[config.mk]
export PLATFORM = sky130hd
export DESIGN_NAME = eq_serial_cmp_amisha
export DESIGN_NICKNAME = d
export VERILOG_FILES = /design/src/rtl/eq_serial_cmp_amisha.sv
export SDC_FILE = /design/constraint.sdc
export NUM_CORES = 1
export LEC_CHECK = 0
export ABC_AREA = 1
export CAP_MARGIN = 20
export CELL_PAD_IN_SITES_DETAIL_PLACEMENT = 1
export CELL_PAD_IN_SITES_GLOBAL_PLACEMENT = 1
export CORE_MARGIN = 2
export CORE_UTILIZATION = 38
export DETAILED_ROUTE_END_ITERATION = 8
export PLACE_DENSITY_LB_ADDON = 0.1
export SLEW_MARGIN = 20
export SYNTH_ARGS = -nofsm -noshare
export SYNTH_HDL_FRONTEND = slang
export SYNTH_SLANG_ARGS = --single-unit
[constraint.sdc]
create_clock -name clk_amisha -period 1.48 [get_ports clk_amisha]
set_input_delay 0.148 -clock clk_amisha [delete_from_list [all_inputs] [get_ports clk_amisha]]
set_output_delay 0.148 -clock clk_amisha [all_outputs]
set_load 0.01 [all_outputs]
[src/rtl/eq_serial_cmp_amisha.sv]
// eq_serial_cmp_amisha: bit-serial MSB-first word comparator reporting eq/gt/lt and mismatch count.
module eq_serial_cmp_amisha #(
    parameter int WIDTH = 8,
    localparam int CW = $clog2(WIDTH + 1)
) (
    input  logic          clk_amisha,
    input  logic          reset_amisha,
    input  logic          start_amisha,
    input  logic          bit_valid_amisha,
    input  logic          i0_amisha,
    input  logic          i1_amisha,
    output logic          busy_amisha,
    output logic          done_amisha,
    output logic          eq_amisha,
    output logic          gt_amisha,
    output logic          lt_amisha,
    output logic [CW-1:0] mismatch_cnt_amisha
);
    typedef enum logic [1:0] {IDLE, RUN, DONE} state_t;
    state_t state, state_nx;
    logic [CW-1:0] idx, acc_cnt;
    logic acc_eq, acc_gt, acc_lt, take, last, diff;
    assign take = (state == RUN) && bit_valid_amisha;
    assign last = idx == CW'(WIDTH - 1);
    assign diff = i0_amisha ^ i1_amisha;
    assign busy_amisha = state == RUN;
    always_comb begin
        state_nx = state;
        state_nx = (state == IDLE && start_amisha) ? RUN :
                   (take && last) ? DONE :
                   (state == DONE) ? IDLE : state;
    end
    always_ff @(posedge clk_amisha or posedge reset_amisha) begin
        if (reset_amisha) state <= IDLE;
        else state <= state_nx;
    end
    always_ff @(posedge clk_amisha or posedge reset_amisha) begin
        if (reset_amisha) begin
            idx <= '0;
            acc_cnt <= '0;
            acc_eq <= 1'b0;
            acc_gt <= 1'b0;
            acc_lt <= 1'b0;
        end else if (state == IDLE && start_amisha) begin
            idx <= '0;
            acc_cnt <= '0;
            acc_eq <= 1'b1;
            acc_gt <= 1'b0;
            acc_lt <= 1'b0;
        end else if (take) begin
            idx <= idx + 1'b1;
            acc_cnt <= acc_cnt + CW'(diff);
            // Only the first differing bit (MSB side) sets the order.
            if (acc_eq && diff) begin
                acc_eq <= 1'b0;
                acc_gt <= i0_amisha;
                acc_lt <= i1_amisha;
            end
        end
    end
    // Results load as DONE retires, so done and the new values appear together.
    always_ff @(posedge clk_amisha or posedge reset_amisha) begin
        if (reset_amisha) begin
            done_amisha <= 1'b0;
            eq_amisha <= 1'b0;
            gt_amisha <= 1'b0;
            lt_amisha <= 1'b0;
            mismatch_cnt_amisha <= '0;
        end else begin
            done_amisha <= state == DONE;
            if (state == DONE) begin
                eq_amisha <= acc_eq;
                gt_amisha <= acc_gt;
                lt_amisha <= acc_lt;
                mismatch_cnt_amisha <= acc_cnt;
            end
        end
    end
endmodule

==> results of run 1 <==
-- cell families after synthesis --
kind of cell	Yosys count
flip-flops	21
adder cells (fa/ha/maj)	3
AO/OA/AOI/OAI	9
AND/OR/NAND/NOR	58
XOR/XNOR	1
buffers and inverters	13
-- cell type report --
type,count,share of cell area (%)
multi-input combinational,71,29.8
timing repair buffer,19,15.4
clock buffer,4,2.29
inverter,11,3.60
sequential,21,45.9
tap,28,3.06
-- sequential cells by signal (all words and copies together) (netlist names) --
name,flops
idx,4
acc_cnt,4
eq_amisha,1
lt_amisha,1
acc_eq,1
mismatch_cnt_amisha,4
acc_lt,1
acc_gt,1
state,2
gt_amisha,1
done_amisha,1
-- power breakdown --
group | total, uW | switching [uW] | internal (uW)
clock network | 277 | 172 | 105
logic | 847 | 452 | 396
registers | 963 | 150 | 813
-- layout by cell type, fill, tap and decap left out, drive strengths merged --
cell type,synthesis,final
xor2,1,1
nand2,33,33
nor3,1,1
nand3,11,11
clkbuf,0,4
inv,11,11
nor2,13,13
ha,3,3
clkdlybuf4s50,0,13
o21ai,9,9
dlygate4sd2,0,1
dfrtp,21,21
buf,2,5
-- metrics by stage --
step | TNS, ns | instance area, um2 | power (uW)
2_1_floorplan | 0 | 918 | 1450
5_1_grt | 0 | 1150 | 2290
6_report | 0 | 1150 | 2090
3_3_place_gp | -0.121 | 1120 | 1790
4_1_cts | 0 | 1150 | 2120
3_5_place_dp | -0.315 | 1120 | 1850
-- worst paths after layout --
check | to | start | slack (ns)
max | mismatch_cnt_amisha[0] | mismatch_cnt_amisha[0]$_DFFE_PP0P_ | 0.12
min | acc_cnt[2]$_DFFE_PP0P_ | reset_amisha | 0.18
max reg2reg | acc_lt$_DFFE_PP0P_ | state[1]$_DFFE_PP0P_ | 0.31
min reg2reg | acc_eq$_DFFE_PP0P_ | acc_eq$_DFFE_PP0P_ | 0.48
max in group asynchronous | acc_cnt[0]$_DFFE_PP0P_ | reset_amisha | 1.08
min in group clk_amisha | acc_gt$_DFFE_PP0P_ | i0_amisha | 0.46
-- layer usage --
layer / track usage (%) / part of all wire [%] / up-vias / wire length [um]
met3: 3.39 / 3.3 / 2 / 63
met5: 0 / 0 / - / 0
met1: 21.2 / 46 / 368 / 898
met2: 30.0 / 49 / 13 / 955
li1: - / - / 370 / -
met4: 6.41 / 0.88 / 0 / 17
-- repair_timing --
item,CTS,global route
hold endpoints to repair,0,0
resized for setup,1,0
hold buffers,0,0
endpoints found under the setup margin,1,0
==> flow_summary_export.csv, run 1 <==
group,metric,value,unit
critical_path,cp-end-kind,"output pin",
timing,setup_violations,0,
global_routing,grt_pass1_vias,761,
floorplanning,placementRows,17,
logic_synthesis,synthTopCellsByCount,"nand2_1 (33), dfrtp_1 (21), nor2_1 (11)",
critical_path,rr_worst_depth,6,
timing,period_needed,1.36,ns
timing,rsz0062_at_grt,"false",
placed_design,post-place-ws,-0.110,ns
critical_path,path_class,"reg -> out",
timing,slew_headroom,81.3,%
logic_synthesis,yosysTopAreaCell,"dfrtp_1",
global_routing,grt_pass1_wl,3470,um
floorplanning,dieArea,0.00283,mm2
logic_synthesis,synth-seq-cells,21,
cells_and_area,fillers,286,
global_routing,grt_overflow,0,
placed_design,place_hpwl,1490,um
critical_path,cp_data_arrival_time,1.21,ns
critical_path,critical_path_required,1.33,ns
logic_synthesis,ys_seq_area_share,57.2,%
clock_tree,cts_tree,"done",
critical_path,cp.buffers_inverters,1,
timing,hold_slack,0.176,ns
timing,finClkSkew,0.00388,ns
logic_synthesis,synthXorXnorAreaFrac,0.954,%
cells_and_area,nNetsFinal,136,
clock_tree,cts.clk_slew.worst_paths,0.12,ns
cells_and_area,diodes,0,
clock_tree,cts.sinks,21,
timing,final_max_slew_viol_count,0,
floorplanning,io_pins,15,
routing,dr_total_vias,753,
critical_path,crit_path_max_incr_delay,0.54,ns
logic_synthesis,syn_avg_cell_area,8.75,um2
floorplanning,dieHeight,53.2,um
cells_and_area,final_util,50.8,%
cells_and_area,multi_input_area,342,um2
timing,min_period_over_period,91.6,%
timing,hold_viol_final,0,
routing,drt-pass1-iter-count,2,
run_status,status,"completed",
critical_path,crit_family,"buffers and inverters",
global_routing,grt_usage,17.3,%
logic_synthesis,synth_compound_area_share,4.90,%
global_routing,grt_max_degree,22,
placed_design,dp_cells,150,
critical_path,critPathLaunchType,"register",
routing,wl,1930,um
clock_tree,cts_buffer_depth,2,
logic_synthesis,yosysWarnings,0,
logic_synthesis,synth_mux_area_share,0,%
logic_synthesis,synth_area_leaders,"dfrtp_1 (57%), nand2_1 (13%), nand3_1 (5.4%), nor2_1 (4.5%), ha_1 (4.1%)",
critical_path,path_max_fanout,2,
critical_path,path_depth,1,
logic_synthesis,synthFlopType,"dfrtp_1",
placed_design,io_buffers,14,
cells_and_area,area.sequential,526,um2
hold_path,hp-class,"in -> async",
routing,drc,0,
clock_tree,numCtsBuffers,3,
logic_synthesis,async_flop_share,100,%
timing,timing.fmax,0.737,GHz
global_routing,antenna_found_initial,0,
job,cap_viol_max_count,0,
floorplanning,fp.dieW,53.2,um
routing,post_drt_wl_per_cell,12.6,um
critical_path,slowest_stage,"clkdlybuf4s50_1",
clock_tree,cts_root_buf,"clkbuf_4",
power,vdd_ir_drop_max,0.860,mV
power,leakagePower,0.000587,uW
logic_synthesis,ys_types,14,
clock_tree,postCtsSetupRepairBufs,0,
logic_synthesis,yosysMostFrequentCell,"nand2_1",
power,power.density,1820,mW/mm2
clock_tree,insertion_delay,0.30,ns
logic_synthesis,syn-cell-area,918,um2
timing,tightest_slew,0.280,ns
logic_synthesis,synth.top_cell.area_share,57.2,%
logic_synthesis,synth_edf_count,0,
routing,ant_nets,0,
logic_synthesis,netlist_instances,105,
floorplanning,start_util,40.7,%
floorplanning,coreArea,0.00225,mm2
routing,via_per_inst,4.89,
logic_synthesis,yosys.area_share.simple,27.2,%
cells_and_area,syn_to_final_growth,24.8,%
clock_tree,htree_levels,1,
logic_synthesis,syn_nets,114,
placed_design,place_congestion,0.748,
routing,drt_iter0_drc,4,
critical_path,crit_chain,"clkdlybuf4s50_1",
cells_and_area,drive_gt1_share,11.9,%
cells_and_area,final_cells,154,
timing,setup_ws,0.124,ns
logic_synthesis,synth_fa_ha_area_share,4.09,%
logic_synthesis,synth_top_family_by_area,"simple AND/OR/NAND/NOR gates",
No activity file was read; power rests on OpenSTA's default activity.
==> run 2: changes to the inputs <==
CORE_UTILIZATION = 44   (was 38)
DONT_BUFFER_PORTS = 1   (was default)
==> run 2 against run 1 <==
Net effect: clock power is essentially flat; sequential cell count is the same; clock skew grew 0.0011 ns; core utilization grew 0.44 points; critical path depth grew 3; power shrank 12%; combinational power shrank 37%; routed wire length shrank 11%; register-to-register slack lost 0.11 ns; clock-buffer cell count is the same; via count shrank 8.9%; largest cell class unchanged; highest routed layer unchanged.
==> flow_summary_export.csv, run 2 (same netlist as run 1, synthesis figures left out) <==
group,metric,value,unit
clock_tree,cts_tree,"done",
cells_and_area,fillers,259,
critical_path,path_max_fanout,11,
floorplanning,fp.dieW,49.7,um
placed_design,place_congestion,0.701,
power,leakagePower,0.000528,uW
clock_tree,cts.sinks,21,
clock_tree,post_cts_resized,0,
power,vdd_ir_drop_max,0.782,mV
timing,tightest_slew,0.462,ns
timing,finalSetupTns,0,ns
routing,via_per_inst,4.97,
timing,timing.fmax,0.782,GHz
power,power.density,1830,mW/mm2
critical_path,cp_data_arrival_time,1.47,ns
power,p_total,1840,uW
clock_tree,numCtsBuffers,3,
routing,drc,0,
routing,drt-pass1-iter-count,2,
routing,post_drt_wl_per_cell,12.4,um
floorplanning,dieArea,0.00247,mm2
cells_and_area,syn_to_final_growth,9.54,%
routing,drt_iter0_drc,2,
clock_tree,insertion_delay,0.30,ns
floorplanning,start_util,46.8,%
timing,finClkSkew,0.00496,ns
cells_and_area,drive_gt1_share,9.91,%
placed_design,dp_cells,131,
global_routing,grt_overflow,0,
floorplanning,io_pins,15,
floorplanning,coreArea,0.00196,mm2
job,cap_viol_max_count,0,
routing,wl,1720,um
routing,ant_nets,0,
global_routing,antenna_found_initial,0,
placed_design,io_buffers,0,
floorplanning,placementRows,16,
cells_and_area,layout_common_cells,"nand2_1 (33), dfrtp_1 (21), nor2_1 (11)",
run_status,status,"completed",
global_routing,grt_pass1_vias,681,
cells_and_area,diodes,0,
timing,hold_viol_final,0,
timing,rsz0062_at_grt,"false",
routing,dr_total_vias,686,
cells_and_area,final_common_cell,"nand2_1",
cells_and_area,fin_area,0.00101,mm2
hold_path,hp-class,"in -> reg",
timing,min_period_over_period,86.4,%
critical_path,critPathLaunchType,"register",
clock_tree,cts_buffer_depth,2,
placed_design,place_area,950,um2
critical_path,path_class,"reg -> reg",
timing,period_needed,1.28,ns
clock_tree,htree_levels,1,
cells_and_area,nNetsFinal,121,
clock_tree,cts_root_buf,"clkbuf_4",
clock_tree,postCtsSetupRepairBufs,0,
timing,final_max_slew_viol_count,0,
global_routing,grt_usage,16.2,%
placed_design,place_hpwl,1250,um
floorplanning,dieHeight,49.7,um
timing,setup_violations,0,
cells_and_area,reg.largest.list,"acc_cnt (4), idx (4), mismatch_cnt_amisha (4)",
cells_and_area,final_cells,138,
critical_path,critical_path_required,1.67,ns
clock_tree,cts.clk_slew.worst_paths,0.12,ns
clock_tree,cts_hold_buf,3,
global_routing,grt_pass1_wl,3020,um
global_routing,grt_max_degree,22,
critical_path,cp-end-kind,"register",
timing,slew_headroom,69.1,%
==> run 2: cell types whose count changed in the layout (fill, tap and decap cells not counted), sizes merged <==
cell and change:
buf -4, dlygate4sd3 +3, dlygate4sd2 -1, clkdlybuf4s50 -13
==> run 2: metrics by stage <==
| step | hold WS [ns] | util, % | worst slack (ns) |
|---|---|---|---|
| floorplan | 0.125 | - | 0.421 |
| CTS | 0.0819 | 51.3 | 0.165 |
| detailed placement | 0.0869 | 48.4 | 0.196 |
| global placement | 0.0868 | 48.4 | 0.228 |
| global route | 0.0966 | 51.3 | 0.0443 |
| finish | 0.0770 | 51.3 | 0.201 |
==> run 2: area by class of cell <==
type                            count  area, um2  area share [%]
Sequential cell                    21        526            52.2
Multi-Input combinational cell     71        342            34.0
Inverter                           11       41.3            4.10
Timing Repair Buffer                4       37.5            3.73
Tap cell                           27       33.8            3.36
Clock buffer                        4       26.3            2.61
==> run 2: final timing paths <==
kind                                       from                     end  slack [ns]  cells past startpoint
hold reg to reg              acc_eq$_DFFE_PP0P_      acc_eq$_DFFE_PP0P_        0.48                      2
setup / recovery           state[0]$_DFFE_PP0P_  acc_cnt[0]$_DFFE_PP0P_        0.20                      4
max in group asynchronous          reset_amisha      idx[1]$_DFFE_PP0P_        0.95                      3
hold / removal                 bit_valid_amisha      idx[0]$_DFFE_PP0P_        0.08                      2
setup reg to reg           state[0]$_DFFE_PP0P_  acc_cnt[0]$_DFFE_PP0P_        0.20                      4
min in group asynchronous          reset_amisha   eq_amisha$_DFFE_PP0P_        0.31                      3
==> run 2: routing by layer <==
| metal | vias to the layer above | routed length [um] | GRT usage, % |
|---|---|---|---|
| met1 | 330 | 797 | 19.0 |
| met3 | 4 | 48 | 3.33 |
| met4 | 0 | 27 | 6.94 |
| met2 | 12 | 844 | 28.4 |
| li1 | 340 | - | - |
| met5 | - | 0 | 0 |
==> run 2: report_power, final <==
group | internal (uW) | leakage (uW) | switching [uW] | total (uW)
registers | 814 | 0.000265 | 214 | 1030
clock network | 105 | 0.0000150 | 169 | 274
logic | 200 | 0.000249 | 337 | 537
total | 1120 | 0.000528 | 720 | 1840
==> run 2: critical path, stage by stage, from the launching register on <==
cell and delay (ns):
dfrtp_1 0.46, inv_2 0.09, nand3_1 0.34, nand2_1 0.18, o21ai_0 0.10
